[config.mk]
export PLATFORM = sky130hd
export DESIGN_NAME = demux18_scan
export DESIGN_NICKNAME = d
export VERILOG_FILES = /design/src/rtl/demux18_pkg.sv /design/src/rtl/demux18_lane_reg.sv /design/src/rtl/demux18_scan.sv
export SDC_FILE = /design/constraint.sdc
export NUM_CORES = 1
export LEC_CHECK = 0
export CORE_MARGIN = 3
export CORE_UTILIZATION = 38
export DETAILED_ROUTE_END_ITERATION = 10
export SYNTH_ARGS = -nofsm -noshare
export SYNTH_HDL_FRONTEND = slang
export SYNTH_SLANG_ARGS = --single-unit
[constraint.sdc]
create_clock -name clock -period 2.2 [get_ports clock]
set_clock_uncertainty 0.15 [all_clocks]
set_input_delay 0.44 -clock clock [delete_from_list [all_inputs] [get_ports clock]]
set_output_delay 0.44 -clock clock [all_outputs]
set_load 0.01 [all_outputs]
[src/rtl/demux18_pkg.sv]
// Shared types and constants for the demux18 scan deserializer.
// Holds the controller state encoding, the default geometry and the lane-select decoder.
package demux18_pkg;

    localparam int DEF_LANES = 8;
    localparam int DEF_WIDTH = 1;
    localparam int MAX_LANES = 64;

    typedef enum logic [1:0] {
        IDLE = 2'd0,
        ADDR = 2'd1,
        SCAN = 2'd2,
        FULL = 2'd3
    } state_t;

    // Selects at or beyond n decode to an all-zero mask, so an out-of-range lane is never written.
    function automatic logic [MAX_LANES-1:0] onehot(input int unsigned sel, input int unsigned n);
        logic [MAX_LANES-1:0] m;
        m = '0;
        for (int unsigned k = 0; k < MAX_LANES; k++) begin
            m[k] = (sel == k) && (sel < n);
        end
        return m;
    endfunction

endpackage

[src/rtl/demux18_lane_reg.sv]
// One output lane: holds the last sample written to it and pulses strobe on the cycle after a write.
// Latency: one cycle from write enable to q and strobe. No backpressure; writes are always taken.
module demux18_lane_reg #(
    parameter int WIDTH = 1
) (
    input  logic             clk,
    input  logic             rst_n,
    input  logic             we,
    input  logic [WIDTH-1:0] d,
    output logic [WIDTH-1:0] q,
    output logic             strobe
);

    always_ff @(posedge clk or negedge rst_n) begin
        if (!rst_n) begin
            q      <= '0;
            strobe <= 1'b0;
        end else begin
            strobe <= we;
            if (we) begin
                q <= d;
            end
        end
    end

endmodule

[src/rtl/demux18_scan.sv]
// 1-to-LANES demux: addressed writes by S, or a scan pointer that builds a frame offered on out_valid/out_ready.
// One-cycle latency to Q/lane_strobe; in_ready drops while a frame waits. DEMUX18_PARITY_EN adds a parity sample and parity_err.
module demux18_scan
    import demux18_pkg::*;
#(
    parameter int LANES = DEF_LANES,
    parameter int WIDTH = DEF_WIDTH,
    parameter int SEL_W = $clog2(LANES)
) (
    input  logic                   clock,
    input  logic                   reset_n,
    input  logic                   ENb,
    input  logic                   mode,
    input  logic [SEL_W-1:0]       S,
    input  logic [WIDTH-1:0]       D,
    input  logic                   in_valid,
    output logic                   in_ready,
    output logic [LANES*WIDTH-1:0] Q,
    output logic [LANES-1:0]       lane_strobe,
    output logic [SEL_W-1:0]       lane_ptr,
    output logic                   out_valid,
`ifdef DEMUX18_PARITY_EN
    output logic                   parity_err,
`endif
    input  logic                   out_ready
);

    state_t            r_state;
    state_t            w_next;
    logic [SEL_W-1:0]  r_ptr;
    logic [LANES-1:0]  w_we;
    logic              w_go_addr;
    logic              w_go_scan;
    logic              w_ptr_last;
    logic              w_scan_acc;
    logic              w_frame_end;
    logic              w_par_wait;

    assign w_go_addr  = !ENb && !mode;
    assign w_go_scan  = !ENb && mode;
    assign w_ptr_last = (r_ptr == SEL_W'(LANES - 1));
    assign w_scan_acc = (r_state == SCAN) && w_go_scan && in_valid;

`ifdef DEMUX18_PARITY_EN
    logic r_par_wait;
    logic r_par_err;

    assign w_par_wait  = r_par_wait;
    assign w_frame_end = w_scan_acc && r_par_wait;

    always_ff @(posedge clock or negedge reset_n) begin
        if (!reset_n) begin
            r_par_wait <= 1'b0;
        end else if ((r_state != SCAN) || !w_go_scan) begin
            r_par_wait <= 1'b0;
        end else if (w_scan_acc) begin
            r_par_wait <= !r_par_wait && w_ptr_last;
        end
    end

    // The last lane landed on the previous edge, so Q already holds the complete frame here.
    always_ff @(posedge clock or negedge reset_n) begin
        if (!reset_n) begin
            r_par_err <= 1'b0;
        end else if (w_frame_end) begin
            r_par_err <= D[0] ^ (^Q);
        end else if ((r_state == FULL) && out_ready) begin
            r_par_err <= 1'b0;
        end
    end

    assign parity_err = r_par_err;
`else
    assign w_par_wait  = 1'b0;
    assign w_frame_end = w_scan_acc && w_ptr_last;
`endif

    always_ff @(posedge clock or negedge reset_n) begin
        if (!reset_n) begin
            r_state <= IDLE;
        end else begin
            r_state <= w_next;
        end
    end

    always_comb begin
        w_next = r_state;
        case (r_state)
            IDLE: begin
                if (w_go_addr) begin
                    w_next = ADDR;
                end else if (w_go_scan) begin
                    w_next = SCAN;
                end
            end
            ADDR: begin
                if (!w_go_addr) begin
                    w_next = IDLE;
                end
            end
            SCAN: begin
                if (!w_go_scan) begin
                    w_next = IDLE;
                end else if (w_frame_end) begin
                    w_next = FULL;
                end
            end
            FULL: begin
                if (out_ready) begin
                    w_next = w_go_scan ? SCAN : IDLE;
                end
            end
            default: w_next = IDLE;
        endcase
    end

    // in_ready follows ENb/mode so a cycle that leaves ADDR or SCAN never completes a handshake.
    always_comb begin
        in_ready  = 1'b0;
        out_valid = 1'b0;
        w_we      = '0;
        case (r_state)
            ADDR: begin
                in_ready = w_go_addr;
                if (in_valid && w_go_addr) begin
                    w_we = LANES'(onehot(32'(S), LANES));
                end
            end
            SCAN: begin
                in_ready = w_go_scan;
                if (w_scan_acc && !w_par_wait) begin
                    w_we = LANES'(onehot(32'(r_ptr), LANES));
                end
            end
            FULL: begin
                out_valid = 1'b1;
            end
            default: ;
        endcase
    end

    always_ff @(posedge clock or negedge reset_n) begin
        if (!reset_n) begin
            r_ptr <= '0;
        end else if ((r_state != SCAN) || !w_go_scan) begin
            r_ptr <= '0;
        end else if (w_scan_acc && !w_par_wait) begin
`ifdef DEMUX18_PARITY_EN
            r_ptr <= w_ptr_last ? r_ptr : r_ptr + 1'b1;
`else
            r_ptr <= w_ptr_last ? '0 : r_ptr + 1'b1;
`endif
        end else if (w_frame_end) begin
            r_ptr <= '0;
        end
    end

    assign lane_ptr = r_ptr;

    genvar k;
    generate
        for (k = 0; k < LANES; k++) begin : g_lane
            demux18_lane_reg #(.WIDTH(WIDTH)) u_lane (
                .clk    (clock),
                .rst_n  (reset_n),
                .we     (w_we[k]),
                .d      (D),
                .q      (Q[k*WIDTH +: WIDTH]),
                .strobe (lane_strobe[k])
            );
        end
    endgenerate

endmodule
# --- Yosys cells after proc, flatten, opt, wreduce, memory -nomap -nowiden ---
# Index checks and enable logic that the tools add are counted.
op_classes:
  n_mux: 17
  reduce_logical: 15
  n_eq_ne: 22
  add_sub_neg: 1
ops:
  columns: ["operator", "count"]
  rows:
  - ["3-bit == test, second input constant", 8]
  - ["8-bit 2-to-1 mux", 2]
  - ["8-bit one-hot mux with 2 select lines", 1]
  - ["2-bit 2-to-1 mux", 7]
  - ["3-bit by 2-bit == test with 1-bit output, second input constant", 4]
  - ["3-bit 2-to-1 mux", 4]
  - ["2-bit one-hot mux with 4 select lines", 1]
  - ["3-bit by 1-bit == test with 1-bit output, second input constant", 2]
  - ["1-bit logical AND", 6]
  - ["3-bit logical NOT", 2]
  - ["2-bit != test, second input constant", 3]
  - ["3-bit != test, second input constant", 2]
  - ["2-bit == test, second input constant", 2]
  - ["4-bit AND reduction", 1]
  - ["3-bit by 1-bit adder with 3-bit output, second input constant", 1]
  - ["1-bit logical NOT", 3]
  - ["3-bit nonzero test", 1]
  - ["2-bit by 1-bit == test with 1-bit output, second input constant", 1]
  - ["2-bit logical NOT", 1]
  - ["1-bit one-hot mux with 2 select lines", 1]
  - ["1-bit logical OR", 1]
  - ["1-bit 2-to-1 mux", 1]
word_totals:
  word_cells: 73
  inputBits: 10
  register_bits: 21

# --- Logic depth before layout (Yosys ltp) ---
# Gate-level depths: netlist (run 1).
logic_depth:
  word_depth: 8
  depth_mapped: 7
  depth_no_buf: 6

# --- Modules after synthesis ---
# From an unflattened synthesis (run 1), not the netlist that was laid out.
unflattened:
  hier_cells: 95
  hier_area_um2: 1138.6
modules_own_cells:
  columns: ["module", "instances", "cells_each", "area_each_um2", "seq_area_each_um2"]
  rows:
  - ["demux18_scan", 1, 71, 618.1, 125.1]
  - ["demux18_lane_reg", 8, 3, 65.1, 50.0]

# --- Least setup slack after synthesis (run 1) ---
# Ideal clock, no wire load.
synth_path:
  kind: "flip-flop to flip-flop"
  from: "register r_state[0]"
  to: "register g_lane[0].u_lane.q"
  synth_period_minus_slack_ps: 1996
  stages_incl_launch_ff: 7
  path_slack_ps: 204
  setup_ps: 125
  required_ps: 1925
  t_arrival_ps: 1721
  path_buffers: 1
  cell_sequence: "dfrtp_1 inv_1 ha_1 clkbuf_1 nand3_1 a2bb2o_1 mux2_2"
synth_between:
  elab_chain_len: 5
  word_cells_on_any_way: 6
  cone_classes: "2 x eq/ne; 2 x mux; 2 x reduce/logical"
synth_lines:
  columns: ["element", "line", "source"]
  rows:
  - ["start, declared", "demux18_scan.sv:28", "state_t r_state;"]
  - ["start signal, assigned", "demux18_scan.sv:82", "r_state <= w_next;"]
  - ["2-bit == test", "demux18_scan.sv:42, demux18_scan.sv:122", null]
  - ["1-bit logical AND (2 in a row)", "demux18_scan.sv:42", "assign w_scan_acc = (r_state == SCAN) && w_go_scan && in_valid;"]
  - ["8-bit 2-to-1 mux", "demux18_scan.sv:131", "if (w_scan_acc && !w_par_wait) begin"]
  - ["8-bit one-hot mux with 2 select lines (*)", "demux18_scan.sv:122", "case (r_state)"]
  - ["named net g_lane[0].u_lane.we", "demux18_lane_reg.sv:8", "input logic we,"]
  - ["end signal, assigned", "demux18_lane_reg.sv:16", "q <= '0;"]
  - ["end signal, assigned", "demux18_lane_reg.sv:21", "q <= d;"]
  - ["end, declared", "demux18_lane_reg.sv:10", "output logic [WIDTH-1:0] q,"]
# The timed path passes the listed nets; every way through them passes the cells marked *.
# A chain may end at the register's enable or synchronous reset.

# --- Final worst setup path (run 1) ---
layout_path:
  from: "register r_state[0]"
  to: "output out_valid"
layout_between:
  elab_chain_len: 2
layout_lines:
  columns: ["element", "line", "source"]
  rows:
  - ["2-bit == test", "demux18_scan.sv:122", null]
  - ["1-bit 2-to-1 mux", "demux18_scan.sv:122", null]
  - ["end, declared", "demux18_scan.sv:21", "output logic out_valid,"]
# No other way between the ends.

==> results.tsv, run 1 <==
metric	value	unit
wl_met1	1.11	mm
clk_root_buffer_cell	clkbuf_4	
syn-num-nets	134	
netlist_area	1290	sq um
clk_pin_slew_worst_paths	130	ps
worstSkewPairLatency	310	ps
ys_types	29	
fin_nets	164	
crit_chain	buf_4 > buf_4 > ha_1 > dlygate4sd2_1	
core-area	3150	sq um
fp-row-count	20	
start_kind	flip-flop	
relSlewSlack	82.1	%
holdWs	305	ps
antenna_found_initial	0	
cp-end-kind	output pin	
ys_ff_latch	21	
drive_above_1_share	26.8	%
ant_nets	0	
ff2ff_path_depth	6	
wl_per_cell	13.0	um
grt_pass1_wl	4.23	mm
grt_overflow	0	
dp.cells	180	
clock_tree.buffer_depth	2	
cp.arrival	1490	ps
dr.pass1.iters	4	
track_usage	12.8	%
drt-initial-drc-count	15	
cp_data_required_time	1610	ps
hold_path.class	in2async	
regToRegSetupSlack	150	ps
grt_max_degree	22	
tns	0	ps
wl_met2	1.18	mm
tightest_slew	268	ps
fin_crit_sh	94.8	%
clock_sinks	21	
die_x	64.4	um
die_area	4140	sq um
syn_inst	113	
min_period	2080	ps
cts_tree	done	
highest_layer	met4	
rr_endpoint	g_lane[6].u_lane.q	
seq_area_frac_synth	40.6	%
maxCapViolations	0	
num_vias	897	
start_util	41.0	%
path_delay_family	buffers and inverters	
rsz0062_at_grt	no	
vias_per_cell	4.82	
dr_wl_met3	108	um
total_power	1.25	mW
utilization	51.9	%
routed_wl	2.41	mm
cp_num_buf_inv	3	
final_hold_viol_count	0	
die_h	64.4	um
fmax	480	MHz
ir_worst_vdd	0.366	mV
setup_viol	0	
cts_hold_buf	0	
status	complete, no violations	
place_hpwl	1.90	mm
cts_made_buffers	3	
num_antenna_cells	0	
crit_slowest_cell	dfrtp_1	
numPortBuffers	30	
place.gp.congestion	0.889	
syn_to_final_growth	26.5	%
cts-htree-levels	1	
io_pins	31	
path_common_cell	buf_4	
grt_pass1_vias	959	
drc	0	
leakagePower	0.731	nW
path_max_fanout	3	
timing.final.max_slew_violations	0	
finalNonFillerCells	186	
powerDensity	762	nW/um^2
critPathKind	reg2out	
yosysWarnings	0	
synth_area_per_cell	11.4	sq um
max_stage_delay	420	ps
worst_r2r_startpoint	r_state[1]	
worst register-to-register path, stage by stage (launching register included):
cell and delay, ps:
dfrtp_1 400, inv_1 100, ha_1 310, buf_4 150
nand3_1 190, o22ai_1 280, mux2_2 360
cell usage in the layout, fill, tap and decap left out, types with 4 or more instances in the layout:
cell / Yosys / routed
clkdlybuf4s50_1: 0 / 28
dfrtp_1: 21 / 21
buf_4: 17 / 15
ha_1: 11 / 10
nand3_1: 9 / 9
mux2_2: 7 / 7
nor2_1: 7 / 7
inv_1: 6 / 6
o22ai_1: 5 / 5
mux2i_1: 4 / 4
layout make-up:
type	instances	area, sq um
clock buffer	3	22.5
clock inverter	1	5.00
fill	299	1520
inverter	6	22.5
multi-input combinational	66	599
sequential	21	526
tap	44	55.1
timing repair buffer	45	407
synthesized netlist by cell type:
library cell  instances  area (sq um)
o22a_1                1          8.76
nor3b_1               2          15.0
nand3_1               9          45.0
clkbuf_1              1          3.75
mux2_2                7          78.8
a221o_2               1          11.3
ha_1                 11           138
buf_4                17           128
buf_6                 2          22.5
nand2_4               1          11.3
nand3_2               1          10.0
and4bb_2              1          12.5
mux2_1                1          11.3
dfrtp_1              21           526
a211oi_1              1          7.51
inv_1                 6          22.5
o22ai_1               5          31.3
nor2_1                7          26.3
o32ai_4               2          55.1
nand2b_2              1          8.76
nand2_1               1          3.75
nand2b_1              2          12.5
nor3_1                1          5.00
nand3b_1              2          15.0
a21oi_1               2          10.0
a2bb2o_1              1          10.0
o32ai_2               1          16.3
mux2i_1               4          40.0
and2b_2               1          8.76
worst max path at each step:
stage	start	endpoint	slack, ps	cells after the start
2_1_floorplan	r_state[0]	g_lane[0].u_lane.q	200	6
3_3_place_gp	mode	in_ready	-150	4
3_5_place_dp	mode	in_ready	-170	4
4_1_cts	r_state[1]	in_ready	10	5
5_1_grt	r_state[0]	g_lane[6].u_lane.q	30	6
6_report	r_state[0]	out_valid	120	4
timing repair:
action | 4_1_cts | 5_1_grt
setup buffers | 2 | 0
gates resized for setup | 3 | 3
cloned | 0 | 0
endpoints found under the setup margin | 1 | 1
cell families after synthesis:
logic type               count (synthesis)  share of synthesized area (%)
multiplexers                            12                           10.1
flip-flops                              21                           40.6
AND/OR/NAND/NOR                         29                           13.4
AO/OA/AOI/OAI                           14                           11.6
adder cells (fa/ha/maj)                 11                           10.6
buffers and inverters                   26                           13.6
metal layers:
layer  vias to the layer above  track usage [%]
met5                         -                0
met2                        21             21.4
met3                         2             2.46
li1                        437                -
met4                         0             3.96
met1                       437             16.7
metrics by stage:
stage | cell area [sq um] | setup WS [ps]
after detailed placement | 1590 | -174
after floorplan | 1290 | 204
after global routing | 1640 | 26.1
final | 1640 | 115
after CTS | 1630 | 12.4
after global placement | 1590 | -151
power by group:
| part | total (mW) | internal (mW) | switching, mW |
|---|---|---|---|
| Clock | 0.188 | 0.0678 | 0.120 |
| Sequential | 0.470 | 0.438 | 0.0318 |
| Combinational | 0.589 | 0.301 | 0.288 |
flip-flops by register name, summed over array words and instances (netlist names):
name and flops:
g_lane.u_lane.q 8, g_lane.u_lane.strobe 8, lane_ptr 3, r_state 2
No activity file was read; power rests on OpenSTA's default activity.
==> inputs of run 2 (changes only) <==
CORE_ASPECT_RATIO = 2   (was default)
==> run 2 against run 1 <==
Clock power increased by 34%. Final cell count decreased by 8.1%. Combinational power decreased by 5.8%. Non-clock buffer count decreased by 2. Via count increased by 1.4%. Utilization decreased by 1.7 points. Total power increased by 2.8%. Sequential power increased by 1%. Register-to-register slack about the same. Global-route usage increased by 2.0 points. Worst setup slack got worse by 17 ps. Critical path type is now in2reg.
==> results.tsv, run 2 (synthesized netlist as in run 1, its figures left out) <==
metric	value	unit
ir_worst_vdd	0.518	mV
wl_per_cell	15.5	um
leakagePower	0.723	nW
wl_met1	935	um
syn_to_final_growth	25.2	%
num_antenna_cells	0	
final_cell_mix	29 x clkdlybuf4s50_1, 21 x dfrtp_1, 13 x buf_4	
seq_power_share	37.1	%
fin_nets	162	
p_comb_share	43.3	%
clk_root_buffer_cell	clkbuf_8	
grt_pass1_wl	4.39	mm
grt_overflow	0	
cts-htree-levels	1	
routed_wl	2.65	mm
place_area	1580	sq um
cts_setup_buffers	0	
cts_resized	2	
hold_path.class	reg2reg	
drt-initial-drc-count	10	
fin_crit_sh	95.5	%
clock_power_share	19.6	%
cp_data_required_time	2200	ps
relSlewSlack	79.8	%
grt_max_degree	22	
path_max_fanout	4	
highest_layer	met4	
ant_nets	0	
cp.arrival	2100	ps
numPortBuffers	30	
num_vias	910	
dr_wl_met3	91	um
setup_viol	0	
cts_hold_buf	0	
cts_made_buffers	3	
fp-row-count	29	
dr.pass1.iters	4	
multi_input_area	594	sq um
start_util	40.1	%
rsz0062_at_grt	no	
final_hold_viol_count	0	
die_h	88.5	um
cts_tree	done	
netSwitchingFraction	34.5	%
timing.final.max_slew_violations	0	
final.fill_count	306	
antenna_found_initial	0	
start_kind	input port	
finalNonFillerCells	171	
powerDensity	791	nW/um^2
drive_above_1_share	25.0	%
clk_pin_slew_worst_paths	70	ps
p_sw	442	uW
fmax	476	MHz
dp.cells	167	
status	complete, no violations	
vias_per_cell	5.32	
critPathKind	in2reg	
place_hpwl	2.18	mm
maxCapViolations	0	
cp-end-kind	flip-flop	
tightest_slew	302	ps
drc	0	
layout_commonest_cell	clkdlybuf4s50_1	
min_period	2100	ps
die_area	4180	sq um
place.gp.congestion	0.800	
clock_tree.buffer_depth	2	
grt_pass1_vias	970	
clock_sinks	21	
regArea	526	sq um
wl_met2	1.56	mm
track_usage	14.9	%
io_pins	31	
stdcell_area	1620	sq um
internal_power	840	uW
die_x	47.3	um
core-area	3230	sq um
worstSkewPairLatency	260	ps
-- run 2: critical path, stage by stage --
cell	delay [ps]
clkdlybuf4s50_1	440
buf_4	160
and4bb_2	350
nand2_4	90
o22ai_1	260
mux2_2	370
-- run 2: stage by stage --
stage | setup WS (ps) | power, mW | utilization (%) | hold slack (ps) | TNS (ps)
3_3_place_gp | -160 | 1.03 | 48.8 | 319 | -1260
2_1_floorplan | 204 | 0.845 | - | -5.59 | 0
5_1_grt | 4.46 | 1.37 | 50.2 | 367 | 0
3_5_place_dp | -190 | 1.04 | 48.8 | 329 | -1480
6_report | 98.7 | 1.28 | 50.2 | 341 | 0
4_1_cts | 8.14 | 1.29 | 50.3 | 347 | 0
-- run 2: layer usage --
metal / GRT usage [%] / vias up
li1: - / 430
met1: 14.5 / 452
met2: 28.0 / 23
met3: 2.24 / 5
met4: 6.80 / 0
met5: 0 / -
-- run 2: path summary, 6_finish.rpt --
path | start | to | slack (ps) | cells past startpoint
setup / recovery | mode | g_lane[7].u_lane.q | 100 | 6
hold / removal | g_lane[1].u_lane.q | g_lane[1].u_lane.q | 340 | 1
setup reg to reg | r_state[1] | g_lane[7].u_lane.q | 150 | 6
hold reg to reg | g_lane[1].u_lane.q | g_lane[1].u_lane.q | 340 | 1
max in group asynchronous | reset_n | r_state[1] | 1320 | 2
min in group asynchronous | reset_n | g_lane[7].u_lane.strobe | 370 | 2
-- run 2: final cells by class --
type | instances | share of cell area, %
multi-input combinational | 66 | 36.7
sequential | 21 | 32.4
timing repair buffer | 43 | 24.2
clock buffer | 3 | 2.55
tap | 31 | 2.39
inverter | 6 | 1.39
clock inverter | 1 | 0.309
-- run 2: power groups by stage --
| stage | clock [mW] | combinational [mW] | sequential [mW] |
|---|---|---|---|
| finish | 0.252 | 0.555 | 0.475 |
| global route | 0.279 | 0.609 | 0.484 |
| CTS | 0.258 | 0.561 | 0.476 |
| detailed placement | 0 | 0.561 | 0.483 |
| global placement | 0 | 0.544 | 0.482 |
| floorplan | 0 | 0.371 | 0.474 |
